`config.mk`:
```
export PLATFORM = sky130hd
export DESIGN_NAME = id_stage
export DESIGN_NICKNAME = d
export VERILOG_FILES = /design/src/rtl/id_pkg.sv /design/src/rtl/id_decode.sv /design/src/rtl/id_stage.sv
export SDC_FILE = /design/constraint.sdc
export NUM_CORES = 1
export LEC_CHECK = 0
export CAP_MARGIN = 20
export CORE_MARGIN = 2
export CORE_UTILIZATION = 45
export CTS_CLUSTER_DIAMETER = 150
export DETAILED_ROUTE_END_ITERATION = 16
export PLACE_DENSITY = 0.77
export SYNTH_ARGS = -nofsm -noshare
export SYNTH_HDL_FRONTEND = slang
export SYNTH_SLANG_ARGS = --single-unit
```
`constraint.sdc`:
```
create_clock -name clk -period 3.4 [get_ports clk]
set_input_delay 0.34 -clock clk [delete_from_list [all_inputs] [get_ports clk]]
set_output_delay 0.34 -clock clk [all_outputs]
set_load 0.03 [all_outputs]
```
`src/rtl/id_pkg.sv`:
```
// Shared decode constants for the instruction-decode stage: opcodes, ALU
// operation codes, control-bundle bit offsets and stack-operation encodings.
package id_pkg;

   localparam int CTRL_W = 17;

   // Opcodes (Instr[31:26])
   localparam logic [5:0] OP_RTYPE = 6'b000000;
   localparam logic [5:0] OP_ADDI  = 6'b001000;
   localparam logic [5:0] OP_ANDI  = 6'b001100;
   localparam logic [5:0] OP_ORI   = 6'b001101;
   localparam logic [5:0] OP_BEQ   = 6'b000100;
   localparam logic [5:0] OP_J     = 6'b000010;
   localparam logic [5:0] OP_JAL   = 6'b000011;
   localparam logic [5:0] OP_JR    = 6'b000101;
   localparam logic [5:0] OP_LW    = 6'b100011;
   localparam logic [5:0] OP_SW    = 6'b101011;
   localparam logic [5:0] OP_PUSH  = 6'b110000;
   localparam logic [5:0] OP_POP   = 6'b110001;

   // ALU operation codes
   localparam logic [3:0] ALU_AND  = 4'b0000;
   localparam logic [3:0] ALU_OR   = 4'b0001;
   localparam logic [3:0] ALU_ADD  = 4'b0010;
   localparam logic [3:0] ALU_SUB  = 4'b0011;
   localparam logic [3:0] ALU_PUSH = 4'b1100;

   // Bit offsets inside the packed control bundle (MSB first)
   localparam int CB_REGDST   = 16;
   localparam int CB_REGWRITE = 15;
   localparam int CB_MEMREAD  = 14;
   localparam int CB_MEMWRITE = 13;
   localparam int CB_MEMTOREG = 12;
   localparam int CB_NEEDZEXT = 11;
   localparam int CB_ALUSRC   = 10;
   localparam int CB_ALUOP_LO = 6;   // ALUop occupies [9:6]
   localparam int CB_BRANCH   = 5;
   localparam int CB_JUMP_LO  = 3;   // Jump occupies [4:3]
   localparam int CB_LINK     = 2;
   localparam int CB_STACK_LO = 0;   // StackOp occupies [1:0]

   localparam logic [1:0] JUMP_ABS = 2'b01;
   localparam logic [1:0] JUMP_REG = 2'b10;

   typedef enum logic [1:0] {
      STACKOP_NONE = 2'b00,
      STACKOP_PUSH = 2'b10,
      STACKOP_POP  = 2'b11
   } stackop_e;

endpackage

```
`src/rtl/id_decode.sv`:
```
// Combinational opcode/funct decoder producing the control bundle, the
// resolved destination register, the rt-is-read flag and the illegal flag.
module id_decode
   import id_pkg::*;
#(
   parameter int LINK_REG = 31
) (
   input  logic [5:0]        opcode_i,
   input  logic [3:0]        funct_i,
   input  logic [4:0]        rt_i,
   input  logic [4:0]        rd_i,
   output logic [CTRL_W-1:0] ctrl_o,
   output logic [4:0]        dst_o,
   output logic              rt_read_o,
   output logic              illegal_o
);

   // Opcode lookup; every field not listed for an opcode stays zero
   always_comb begin
      ctrl_o    = '0;
      rt_read_o = 1'b0;
      illegal_o = 1'b0;
      case (opcode_i)
         OP_RTYPE: begin
            ctrl_o[CB_REGDST]          = 1'b1;
            ctrl_o[CB_REGWRITE]        = 1'b1;
            ctrl_o[CB_ALUOP_LO +: 4]   = funct_i;
            rt_read_o                  = 1'b1;
         end
         OP_ADDI: begin
            ctrl_o[CB_REGWRITE]        = 1'b1;
            ctrl_o[CB_ALUSRC]          = 1'b1;
            ctrl_o[CB_ALUOP_LO +: 4]   = ALU_ADD;
         end
         OP_ANDI: begin
            ctrl_o[CB_REGWRITE]        = 1'b1;
            ctrl_o[CB_NEEDZEXT]        = 1'b1;
            ctrl_o[CB_ALUSRC]          = 1'b1;
            ctrl_o[CB_ALUOP_LO +: 4]   = ALU_AND;
         end
         OP_ORI: begin
            ctrl_o[CB_REGWRITE]        = 1'b1;
            ctrl_o[CB_NEEDZEXT]        = 1'b1;
            ctrl_o[CB_ALUSRC]          = 1'b1;
            ctrl_o[CB_ALUOP_LO +: 4]   = ALU_OR;
         end
         OP_BEQ: begin
            ctrl_o[CB_BRANCH]          = 1'b1;
            ctrl_o[CB_ALUOP_LO +: 4]   = ALU_SUB;
            rt_read_o                  = 1'b1;
         end
         OP_J: begin
            ctrl_o[CB_JUMP_LO +: 2]    = JUMP_ABS;
         end
         OP_JAL: begin
            ctrl_o[CB_JUMP_LO +: 2]    = JUMP_ABS;
            ctrl_o[CB_LINK]            = 1'b1;
            ctrl_o[CB_REGWRITE]        = 1'b1;
         end
         OP_JR: begin
            ctrl_o[CB_JUMP_LO +: 2]    = JUMP_REG;
         end
         OP_LW: begin
            ctrl_o[CB_REGWRITE]        = 1'b1;
            ctrl_o[CB_MEMREAD]         = 1'b1;
            ctrl_o[CB_MEMTOREG]        = 1'b1;
            ctrl_o[CB_ALUSRC]          = 1'b1;
            ctrl_o[CB_ALUOP_LO +: 4]   = ALU_ADD;
         end
         OP_SW: begin
            ctrl_o[CB_MEMWRITE]        = 1'b1;
            ctrl_o[CB_ALUSRC]          = 1'b1;
            ctrl_o[CB_ALUOP_LO +: 4]   = ALU_ADD;
            rt_read_o                  = 1'b1;
         end
         OP_PUSH: begin
            ctrl_o[CB_ALUSRC]          = 1'b1;
            ctrl_o[CB_ALUOP_LO +: 4]   = ALU_PUSH;
            ctrl_o[CB_STACK_LO +: 2]   = STACKOP_PUSH;
            rt_read_o                  = 1'b1;
         end
         OP_POP: begin
            ctrl_o[CB_REGDST]          = 1'b1;
            ctrl_o[CB_REGWRITE]        = 1'b1;
            ctrl_o[CB_MEMTOREG]        = 1'b1;
            ctrl_o[CB_MEMREAD]         = 1'b1;
            ctrl_o[CB_STACK_LO +: 2]   = STACKOP_POP;
         end
         default: begin
            illegal_o = 1'b1;
         end
      endcase
   end

   // Destination select: rd for register-format writes, link register for jal
   always_comb begin
      if (ctrl_o[CB_REGDST])    dst_o = rd_i;
      else if (ctrl_o[CB_LINK]) dst_o = 5'(LINK_REG);
      else                      dst_o = rt_i;
   end

endmodule

```
`src/rtl/id_stage.sv`:
```
// Registered instruction-decode stage: decodes the fetched word into the ID/EX
// register under a valid/ready handshake, stalls on load-use hazards, supports
// flush, and tracks a hardware stack pointer for push/pop.
module id_stage
   import id_pkg::*;
#(
   parameter  int ADDR_W      = 32,
   parameter  int STACK_DEPTH = 16,
   parameter  int LINK_REG    = 31,
   localparam int SP_W        = $clog2(STACK_DEPTH + 1)
) (
   input  logic              clk,
   input  logic              rst,
   input  logic              InValid,
   output logic              InReady,
   input  logic [31:0]       Instr,
   input  logic [ADDR_W-1:0] InPC,
   input  logic              Flush,
   output logic              OutValid,
   input  logic              OutReady,
   output logic [CTRL_W-1:0] Ctrl,
   output logic [4:0]        Rs,
   output logic [4:0]        Rt,
   output logic [4:0]        Dst,
   output logic [15:0]       Imm16,
   output logic [ADDR_W-1:0] OutPC,
   output logic [SP_W-1:0]   StackAddr,
   output logic              IllegalOp,
   output logic              StackFault
);

   localparam logic [SP_W-1:0] SP_FULL = SP_W'(STACK_DEPTH);

   logic [CTRL_W-1:0] dec_ctrl;
   logic [4:0]        dec_dst;
   logic              dec_rt_read;
   logic              dec_illegal;

   logic              valid_q, valid_d;
   logic [CTRL_W-1:0] ctrl_q;
   logic [4:0]        rs_q, rt_q, dst_q;
   logic [15:0]       imm_q;
   logic [ADDR_W-1:0] pc_q;
   logic [SP_W-1:0]   saddr_q, saddr_d;
   logic              illegal_q;
   logic              entry_fault_q, entry_fault_d;
   logic              sfault_q, sfault_d;
   logic [SP_W-1:0]   sp_q, sp_d;
   logic              hazard, accept;

   id_decode #(.LINK_REG(LINK_REG)) u_decode (
      .opcode_i  (Instr[31:26]),
      .funct_i   (Instr[3:0]),
      .rt_i      (Instr[20:16]),
      .rd_i      (Instr[15:11]),
      .ctrl_o    (dec_ctrl),
      .dst_o     (dec_dst),
      .rt_read_o (dec_rt_read),
      .illegal_o (dec_illegal)
   );

   // Load-use hazard and input handshake; Flush blocks acceptance outright
   always_comb begin
      hazard  = valid_q & ctrl_q[CB_MEMREAD] & (dst_q != 5'd0) & InValid &
                ((Instr[25:21] == dst_q) | (dec_rt_read & (Instr[20:16] == dst_q)));
      InReady = ~rst & ~Flush & ~hazard & (~valid_q | OutReady);
      accept  = InValid & InReady;
   end

   // Output-valid next state: flush beats accept, consume without refill drains
   always_comb begin
      if (Flush)         valid_d = 1'b0;
      else if (accept)   valid_d = 1'b1;
      else if (OutReady) valid_d = 1'b0;
      else               valid_d = valid_q;
   end

   // Stack pointer: allocate on accepted push/pop, undo when the entry is flushed
   always_comb begin
      sp_d          = sp_q;
      saddr_d       = '0;
      entry_fault_d = 1'b0;
      sfault_d      = sfault_q;
      if (Flush) begin
         if (valid_q && !entry_fault_q && ctrl_q[CB_STACK_LO +: 2] == STACKOP_PUSH)
            sp_d = sp_q - 1'b1;
         else if (valid_q && !entry_fault_q && ctrl_q[CB_STACK_LO +: 2] == STACKOP_POP)
            sp_d = sp_q + 1'b1;
      end else if (accept) begin
         if (dec_ctrl[CB_STACK_LO +: 2] == STACKOP_PUSH) begin
            if (sp_q != SP_FULL) begin
               saddr_d = sp_q;
               sp_d    = sp_q + 1'b1;
            end else begin
               entry_fault_d = 1'b1;
               sfault_d      = 1'b1;
            end
         end else if (dec_ctrl[CB_STACK_LO +: 2] == STACKOP_POP) begin
            if (sp_q != '0) begin
               saddr_d = sp_q - 1'b1;
               sp_d    = sp_q - 1'b1;
            end else begin
               entry_fault_d = 1'b1;
               sfault_d      = 1'b1;
            end
         end
      end
   end

   // ID/EX register: payload loads only on accept so it holds while stalled
   always_ff @(posedge clk or posedge rst) begin
      if (rst) begin
         valid_q       <= 1'b0;
         ctrl_q        <= '0;
         rs_q          <= '0;
         rt_q          <= '0;
         dst_q         <= '0;
         imm_q         <= '0;
         pc_q          <= '0;
         saddr_q       <= '0;
         illegal_q     <= 1'b0;
         entry_fault_q <= 1'b0;
         sfault_q      <= 1'b0;
         sp_q          <= '0;
      end else begin
         valid_q  <= valid_d;
         sp_q     <= sp_d;
         sfault_q <= sfault_d;
         if (accept) begin
            ctrl_q        <= dec_ctrl;
            rs_q          <= Instr[25:21];
            rt_q          <= Instr[20:16];
            dst_q         <= dec_dst;
            imm_q         <= Instr[15:0];
            pc_q          <= InPC;
            saddr_q       <= saddr_d;
            illegal_q     <= dec_illegal;
            entry_fault_q <= entry_fault_d;
         end
      end
   end

   assign OutValid   = valid_q;
   assign Ctrl       = ctrl_q;
   assign Rs         = rs_q;
   assign Rt         = rt_q;
   assign Dst        = dst_q;
   assign Imm16      = imm_q;
   assign OutPC      = pc_q;
   assign StackAddr  = saddr_q;
   assign IllegalOp  = illegal_q;
   assign StackFault = sfault_q;

endmodule

```
Word level (Yosys, flattened, before mapping)
Cells that the tools add are included.

cells by class
  bitwise operators = 15
  add/subtract/negate cells = 2
  reductions and logical operators = 23
  equal/unequal tests = 22
  multiplexer cells = 40

operators by type and width
  operator                                              number
  two-way mux 5 bit                                     15
  equality test 6 bit (second input constant)           4
  two-way mux 1 bit                                     22
  one-hot mux 4 bit (5 select lines)                    1
  equality test 6 x 4 -> 1 bit (second input constant)  3
  equality test 6 x 2 -> 1 bit (second input constant)  2
  equality test 6 x 3 -> 1 bit (second input constant)  2
  OR reduction 12 bit                                   1
  equality test 5 bit                                   2
  AND reduction 5 bit                                   2
  nonzero test 5 bit                                    2
  bitwise AND 1 bit                                     9
  nonzero test 3 bit                                    3
  equality test 2 bit (second input constant)           4
  one-hot mux 2 bit (2 select lines)                    2
  OR reduction 2 bit                                    4
  OR reduction 7 bit                                    1
  logical NOT 6 bit                                     1
  OR reduction 6 bit                                    1
  adder 5 x 1 -> 5 bit (second input constant)          1
  inequality test 5 bit (second input constant)         1
  subtractor 5 x 1 -> 5 bit (second input constant)     1
  inequality test 2 bit (second input constant)         2
  NOT 1 bit                                             4
  other kinds (8)                                       12

word-level totals
  output and inout port bits = 89
  input port bits = 69
  flip-flop bits (word level) = 94
  logic and storage cells = 114

Depth between registers and ports, before layout
Gate-level depths: netlist (run 1).

  depth in word-level cells = 12
  depth in mapped cells = 9
  gate-level depth less buffers = 7

Hierarchy
From an unflattened synthesis (run 1), not the netlist that was laid out.

unflattened totals
  cell total of the unflattened synthesis = 364
  area, all modules = 4520.6 um^2

modules (own cells, without submodules)
  module     times used  cells each  area each (um^2)  seq. area each (um^2)
  id_stage   1           300         4096.4            2352.3
  id_decode  1           64          424.2             0.0

Worst setup path after synthesis (run 1)
No wires, ideal clock.

  path type = register to output
  start = register dst_q[0] (netlist: Dst[0])
  end = output InReady
  data required time = 3060 ps
  stages on the path, launching flop included = 5
  buffers on the path = 0
  path slack = 831 ps
  data arrival time = 2229 ps
  cells stage by stage = dfrtp_1 or4_1 o2111ai_1 a21oi_1 nor4_1

on the way
  longest elaborated chain between the ends = 7
  elaborated cells on any way between the ends = 11
  classes of those cells = eq/ne (2); bitwise (8); reduce/logical (1)

RTL lines
  element                                                    line                            source
  from (decl)                                                id_stage.sv:41                  logic [4:0] rs_q, rt_q, dst_q;
  from (signal assigned)                                     id_stage.sv:133                 dst_q <= dec_dst;
  equality test 5 bit or nonzero test 5 bit (tied branches)  id_stage.sv:65, id_stage.sv:64
  bitwise AND 1 bit (on tied branches)                       id_stage.sv:65, id_stage.sv:64
  bitwise OR 1 bit or bitwise AND 1 bit (tied branches)      id_stage.sv:65, id_stage.sv:64
  bitwise AND 1 bit *                                        id_stage.sv:64                  hazard = valid_q & ctrl_q[CB_MEMREAD] & (dst_q != 5'd0) & InValid &
  NOT 1 bit *                                                id_stage.sv:66                  InReady = ~rst & ~Flush & ~hazard & (~valid_q | OutReady);
  bitwise AND 1 bit * (2 in a row)                           id_stage.sv:66
  to (decl)                                                  id_stage.sv:15                  output logic InReady,

Mark *: on every way between the ends. The rest lies on a longest branch, timed or not.

Worst setup path after layout (run 1)
  start = input Instr[31]
  end = output InReady

on the way
  longest elaborated chain between the ends = 9
  elaborated cells on any way between the ends = 12
  classes of those cells = eq/ne (3); mux (1); bitwise (6); reduce/logical (2)

RTL lines
  element                                               line             source
  from (decl)                                           id_stage.sv:16   input logic [31:0] Instr,
  equality test 6 x 3 -> 1 bit (tied with other cells)  id_decode.sv:23  case (opcode_i)
  OR reduction 4 bit (no source line) *                 n/a
  two-way mux 1 bit *                                   id_decode.sv:23
  bitwise AND 1 bit *                                   id_stage.sv:65   ((Instr[25:21] == dst_q) | (dec_rt_read & (Instr[20:16] == dst_q)));
  bitwise OR 1 bit *                                    id_stage.sv:65
  bitwise AND 1 bit *                                   id_stage.sv:64
  NOT 1 bit *                                           id_stage.sv:66
  bitwise AND 1 bit * (2 in a row)                      id_stage.sv:66

Marked as above.

==> results.json, run 1 <==
{
  "slowest_stage": "clkdlybuf4s50_1",
  "cts_tree": "yes",
  "maxSlewHeadroom_pct": 51.7,
  "antenna_cells": 0,
  "yosysSeqAreaShare_pct": 52.4,
  "nets": 586,
  "ir_drop_mv": 0.264,
  "h-tree-depth": 3,
  "cts_inserted_buffers": 9,
  "die-area_sq_um": 10700,
  "synth_xor_area_share_pct": 2.96,
  "grt_pass1_vias": 3322,
  "grt_start_max_net_pins": 71,
  "clock-sinks": 93,
  "final-instance-count-excl-fill": 653,
  "tightestPinTransition_ns": 0.719,
  "cp_max_fo": 10,
  "ys_ff_latch": 93,
  "netlist.area_leader.share_pct": 52.4,
  "firstDrtPassIters": 4,
  "status": "completed",
  "end_kind": "output port",
  "crit_chain": "clkdlybuf4s50_1, or2_4, a2111oi_2, o2111ai_1, a21oi_1, nor4_1, buf_4",
  "synth_area_leaders": "dfrtp_1 52%, mux2_4 16%, nand2_1 3.2%",
  "clock_path_buffers": 2,
  "synthDistinctLibCells": 49,
  "die_y_um": 103,
  "fmax_ghz": 0.370,
  "slew_violations": 0,
  "p_comb_share_pct": 38.8,
  "finalHoldViolCount": 0,
  "area.growth.synth_to_final_pct": 43.3,
  "synth.largest_area_cell": "dfrtp_1",
  "p_clk_share_pct": 21.4,
  "synth_simple_gate_area_share_pct": 9.92,
  "drtAntennaViolNets": 0,
  "postCtsSetupRepairBufs": 0,
  "path_delay_family": "compound AO/OA/AOI/OAI gates",
  "ys_warn_count": 0,
  "switchingPower_mw": 1.31,
  "place.gp.congestion": 0.880,
  "final_common_cell": "clkdlybuf4s50_1",
  "dominantRegCellSynth": "dfrtp_1",
  "initial_core_util_pct": 45.8,
  "startpoint_type": "primary input",
  "core_area_sq_um": 9680,
  "switching_share_pct": 35.6,
  "cpPeakStageDelay_ns": 0.57,
  "viasPerCell": 5.22,
  "fp.dieW_um": 103,
  "crit_arrival_ns": 2.36,
  "synth_compound_area_share_pct": 9.98,
  "antenna_found_initial": 0,
  "async_flop_share_pct": 100,
  "syn_inst": 361,
  "p_leak_nw": 2.72,
  "fillCellCount": 768,
  "synth_top_family_by_area": "multiplexers",
  "cts_hold_buf": 0,
  "finalSetupTns_ns": 0,
  "pwr_density_cell_nw_per_um2": 579,
  "clk_pin_slew_ns": 0.10,
  "numPortBuffers": 157,
  "drt_iter0_drc": 119,
  "track_usage_pct": 20.8,
  "final_cell_mix": "156 x clkdlybuf4s50_1, 93 x dfrtp_1, 48 x mux2_4",
  "period_share_pct": 79.4,
  "synthMuxAreaShare_pct": 20.2,
  "critPathKind": "primary input to output port",
  "wl_per_cell_um": 17.4,
  "crit_buf_inv": 2,
  "setup_violations": 0,
  "cts_resized": 0,
  "overflow": 0,
  "cts_root_buf": "clkbuf_8",
  "hold_path.class": "primary input to async pin",
  "core.rowCount": 36,
  "synthAdderAreaFrac_pct": 0.564,
  "dp_hpwl_mm": 8.51,
  "rsz0062_at_grt": "no",
  "avgSynthCellArea_sq_um": 12.3,
  "vias": 3407,
  "maxCapViolCount": 0,
  "synthesis.nets": 432,
  "syn_area_sq_um": 4440,
  "required_ns": 3.06,
  "wl_mm": 11.4,
  "synth_edf_count": 0,
  "post-route-min-period_ns": 2.70,
  "drive_gt1_share_pct": 16.3,
  "clock_latency_ns": 0.36,
  "fin_skew_ns": 0.00987,
  "p_int_mw": 2.37,
  "dp_cells": 637,
  "boundaryPins": 158,
  "drcViolationCount": 0,
  "p_seq_share_pct": 39.8,
  "grt_first_pass_wirelength_mm": 17.2
}
[final timing paths]
| path | start | endpoint | slack, ns | cells past startpoint |
|---|---|---|---|---|
| hold reg to reg | StackFault | StackFault | 0.48 | 1 |
| min in group clk | StackFault | StackFault | 0.48 | 1 |
| setup reg to reg | Dst[0] | Rs[4] | 0.86 | 6 |
| setup / recovery | Instr[31] | InReady | 0.70 | 7 |
| max in group asynchronous | rst | Ctrl[16] | 2.33 | 3 |
| hold / removal | rst | sp_q[4] | 0.38 | 2 |
[state kept, by name (all words and copies together) (netlist names), 5 cells and up]
register   flops
Dst            5
StackAddr      5
Rs             5
sp_q           5
Rt             5
Ctrl          16
OutPC         32
Imm16         16
[layout make-up]
class | instances | area [sq um] | share of cell area, %
Clock buffer | 9 | 124 | 1.95
Clock inverter | 7 | 91.3 | 1.44
Inverter | 6 | 23.8 | 0.374
Multi-Input combinational cell | 239 | 1950 | 30.7
Sequential cell | 93 | 2330 | 36.6
Tap cell | 133 | 166 | 2.62
Timing Repair Buffer | 166 | 1670 | 26.3
[logic make-up (layout without fill, tap and decap cells)]
logic type / after synthesis / count (layout)
flops: 93 / 93
simple gates: 91 / 91
compound gates: 67 / 67
mux: 64 / 64
buf+inv: 29 / 188
xor+xnor: 15 / 15
fa+ha+maj: 2 / 2
[synth_stat cells, types with 2 or more instances]
master      n
nor3_1     11
a21o_1      7
and3_1      2
ha_1        2
dfrtp_1    93
o31a_1      3
xor2_1      5
mux2i_1     2
a31oi_1     5
mux2_2      4
buf_2       3
xnor2_1    10
clkbuf_1   11
o41ai_1     2
or3_1       2
a21oi_1     6
nor4_1      2
o211ai_1    2
buf_6       7
o21ai_0    22
mux2_1     10
buf_4       2
nor2_1     10
mux2_4     48
nand3_1    10
nand2b_1    3
o22ai_1     7
nor2b_1     3
o2111ai_1   2
nand2_1    38
o31ai_1     4
inv_1       6
[through the flow]
| stage | util (%) | hold WS (ns) | setup slack, ns | power (mW) | area (sq um) |
|---|---|---|---|---|---|
| 2_1_floorplan | - | 0.463 | 0.640 | 2.33 | 4440 |
| 3_3_place_gp | 63.4 | 0.451 | 0.489 | 2.89 | 6140 |
| 3_5_place_dp | 63.4 | 0.457 | 0.423 | 2.93 | 6140 |
| 4_1_cts | 65.7 | 0.369 | 0.710 | 3.72 | 6360 |
| 5_1_grt | 65.7 | 0.412 | 0.505 | 3.87 | 6360 |
| 6_report | 65.7 | 0.376 | 0.699 | 3.68 | 6360 |
[routing by layer]
| metal | wire length (um) | GRT usage, % | up-vias |
|---|---|---|---|
| li1 | - | - | 1600 |
| met1 | 4790 | 27.8 | 1677 |
| met2 | 5660 | 34.5 | 120 |
| met3 | 777 | 4.50 | 10 |
| met4 | 133 | 5.77 | 0 |
| met5 | 0 | 0 | - |
[power by group through the flow]
| stage | combinational (mW) | sequential (mW) | clock (mW) |
|---|---|---|---|
| floorplan | 0.492 | 1.83 | 0 |
| global placement | 1.41 | 1.48 | 0 |
| detailed placement | 1.44 | 1.49 | 0 |
| CTS | 1.44 | 1.47 | 0.804 |
| global route | 1.52 | 1.50 | 0.857 |
| finish | 1.43 | 1.47 | 0.788 |
No activity file was read; power rests on OpenSTA's default activity.
==> run 2: changes to the inputs <==
==> constraint.sdc (replaced) <==
create_clock -name clk -period 2.7 [get_ports clk]
set_input_delay 0.27 -clock clk [delete_from_list [all_inputs] [get_ports clk]]
set_output_delay 0.27 -clock clk [all_outputs]
set_load 0.03 [all_outputs]
==> run 2 against run 1 <==
Effect of this change:
- global-route usage increased by 0.70 points
- non-clock buffer count increased by 13
- flip-flop and latch count unchanged
- via count increased by 1.5%
- power increased by 27%
- register-to-register slack got worse by 0.50 ns
- design area increased by 1.9%
- clock power increased by 27%
- clock skew increased by 0.0026 ns
- critical endpoint unchanged
- largest cell class unchanged
- largest power group unchanged
- highest routed layer unchanged
==> results.json, run 2 (synthesis gave the netlist of run 1 again) <==
{
  "drtAntennaViolNets": 0,
  "finalSetupTns_ns": 0,
  "wl_per_cell_um": 17.5,
  "pwr_density_cell_nw_per_um2": 721,
  "slowest_stage": "clkdlybuf4s50_1",
  "cts_inserted_buffers": 9,
  "maxCapViolCount": 0,
  "rsz0062_at_grt": "no",
  "fmax_ghz": 0.406,
  "critPathKind": "primary input to output port",
  "drt_iter0_drc": 160,
  "cts_root_buf": "clkbuf_8",
  "setup_violations": 0,
  "maxSlewHeadroom_pct": 66.7,
  "hold_path.class": "primary input to async pin",
  "clock_latency_ns": 0.36,
  "end_kind": "output port",
  "wl_mm": 11.6,
  "final_common_cell": "clkdlybuf4s50_1",
  "finalHoldViolCount": 0,
  "cts_tree": "yes",
  "slew_violations": 0,
  "h-tree-depth": 3,
  "boundaryPins": 158,
  "clock_path_buffers": 2,
  "setup_ws_ns": 0.234,
  "drive_gt1_share_pct": 18.4,
  "dp_hpwl_mm": 8.63,
  "dp_slack_ns": 0.0416,
  "p_leak_nw": 2.79,
  "status": "completed",
  "place.gp.congestion": 0.876,
  "grt_pass1_vias": 3549,
  "nets": 599,
  "cts_hold_buf": 0,
  "post-route-min-period_ns": 2.47,
  "fp.dieW_um": 103,
  "crit_chain": "clkdlybuf4s50_1, nand3b_1, a2111oi_2, o2111ai_1, a21oi_1, nor4_1, buf_4",
  "crit_arrival_ns": 2.20,
  "initial_core_util_pct": 45.8,
  "path_delay_family": "compound AO/OA/AOI/OAI gates",
  "cts_resized": 0,
  "largest_reg_flops": 32,
  "viasPerCell": 5.19,
  "track_usage_pct": 21.5,
  "crit_buf_inv": 2,
  "antenna_cells": 0,
  "cpPeakStageDelay_ns": 0.64,
  "die_y_um": 103,
  "period_share_pct": 91.3,
  "firstDrtPassIters": 4,
  "die-area_sq_um": 10700,
  "core_area_sq_um": 9680,
  "drcViolationCount": 0,
  "postCtsSetupRepairBufs": 0,
  "core.rowCount": 36,
  "vias": 3459,
  "antenna_found_initial": 0,
  "overflow": 0,
  "final_cell_mix": "156 x clkdlybuf4s50_1, 93 x dfrtp_1, 48 x mux2_4",
  "fin_skew_ns": 0.0125,
  "startpoint_type": "primary input",
  "clk_pin_slew_ns": 0.09,
  "cp_max_fo": 9,
  "required_ns": 2.43,
  "grt_first_pass_wirelength_mm": 17.8,
  "holdWs_ns": 0.159,
  "grt_start_max_net_pins": 53,
  "area.growth.synth_to_final_pct": 46.1,
  "clock-sinks": 93,
  "numPortBuffers": 157,
  "ir_drop_mv": 0.390,
  "tightestPinTransition_ns": 0.499
}
-- run 2: cell types whose count changed in the layout (fill, tap and decap cells not counted) --
| cell | before | now |
|---|---|---|
| buf_4 | 7 | 18 |
| buf_12 | 3 | 5 |
-- run 2: per-stage QoR --
step           power (mW)  instances  cell area (sq um)  utilization (%)
2_1_floorplan        2.93        361               4440                -
3_3_place_gp         3.66        650               6270             64.7
3_5_place_dp         3.70        650               6270             64.7
4_1_cts              4.71        666               6480             66.9
5_1_grt              4.90        666               6480             66.9
6_report             4.67        666               6480             66.9
-- run 2: final timing paths --
kind / slack (ns) / startpoint / endpoint / cells past startpoint
setup / recovery: 0.23 / Instr[30] / InReady / 7
hold / removal: 0.16 / rst / OutPC[10] / 2
setup reg to reg: 0.36 / Dst[0] / Ctrl[6] / 7
hold reg to reg: 0.48 / StackFault / StackFault / 1
max in group asynchronous: 1.87 / rst / Imm16[9] / 3
min in group clk: 0.48 / StackFault / StackFault / 1
-- run 2: layout make-up --
class | count | area (sq um)
clock inverters | 7 | 91.3
clock buffers | 9 | 124
well taps | 133 | 166
multi-input cells | 239 | 1950
repair buffers | 179 | 1800
flip-flops and latches | 93 | 2330
fillers | 727 | 3200
inverters | 6 | 23.8
-- run 2: layer usage --
layer | share of wire, % | vias up | global-route usage, %
met5 | 0 | - | 0
met4 | 0.83 | 0 | 5.67
met3 | 5.3 | 10 | 4.17
met2 | 52 | 114 | 37.2
met1 | 42 | 1715 | 27.9
li1 | - | 1620 | -
-- run 2: power by group --
part	switching [mW]	leakage, nW	internal (mW)
Combinational	0.929	1.54	0.905
Sequential	0.194	1.15	1.65
Clock	0.546	0.105	0.451
Total	1.67	2.79	3.00
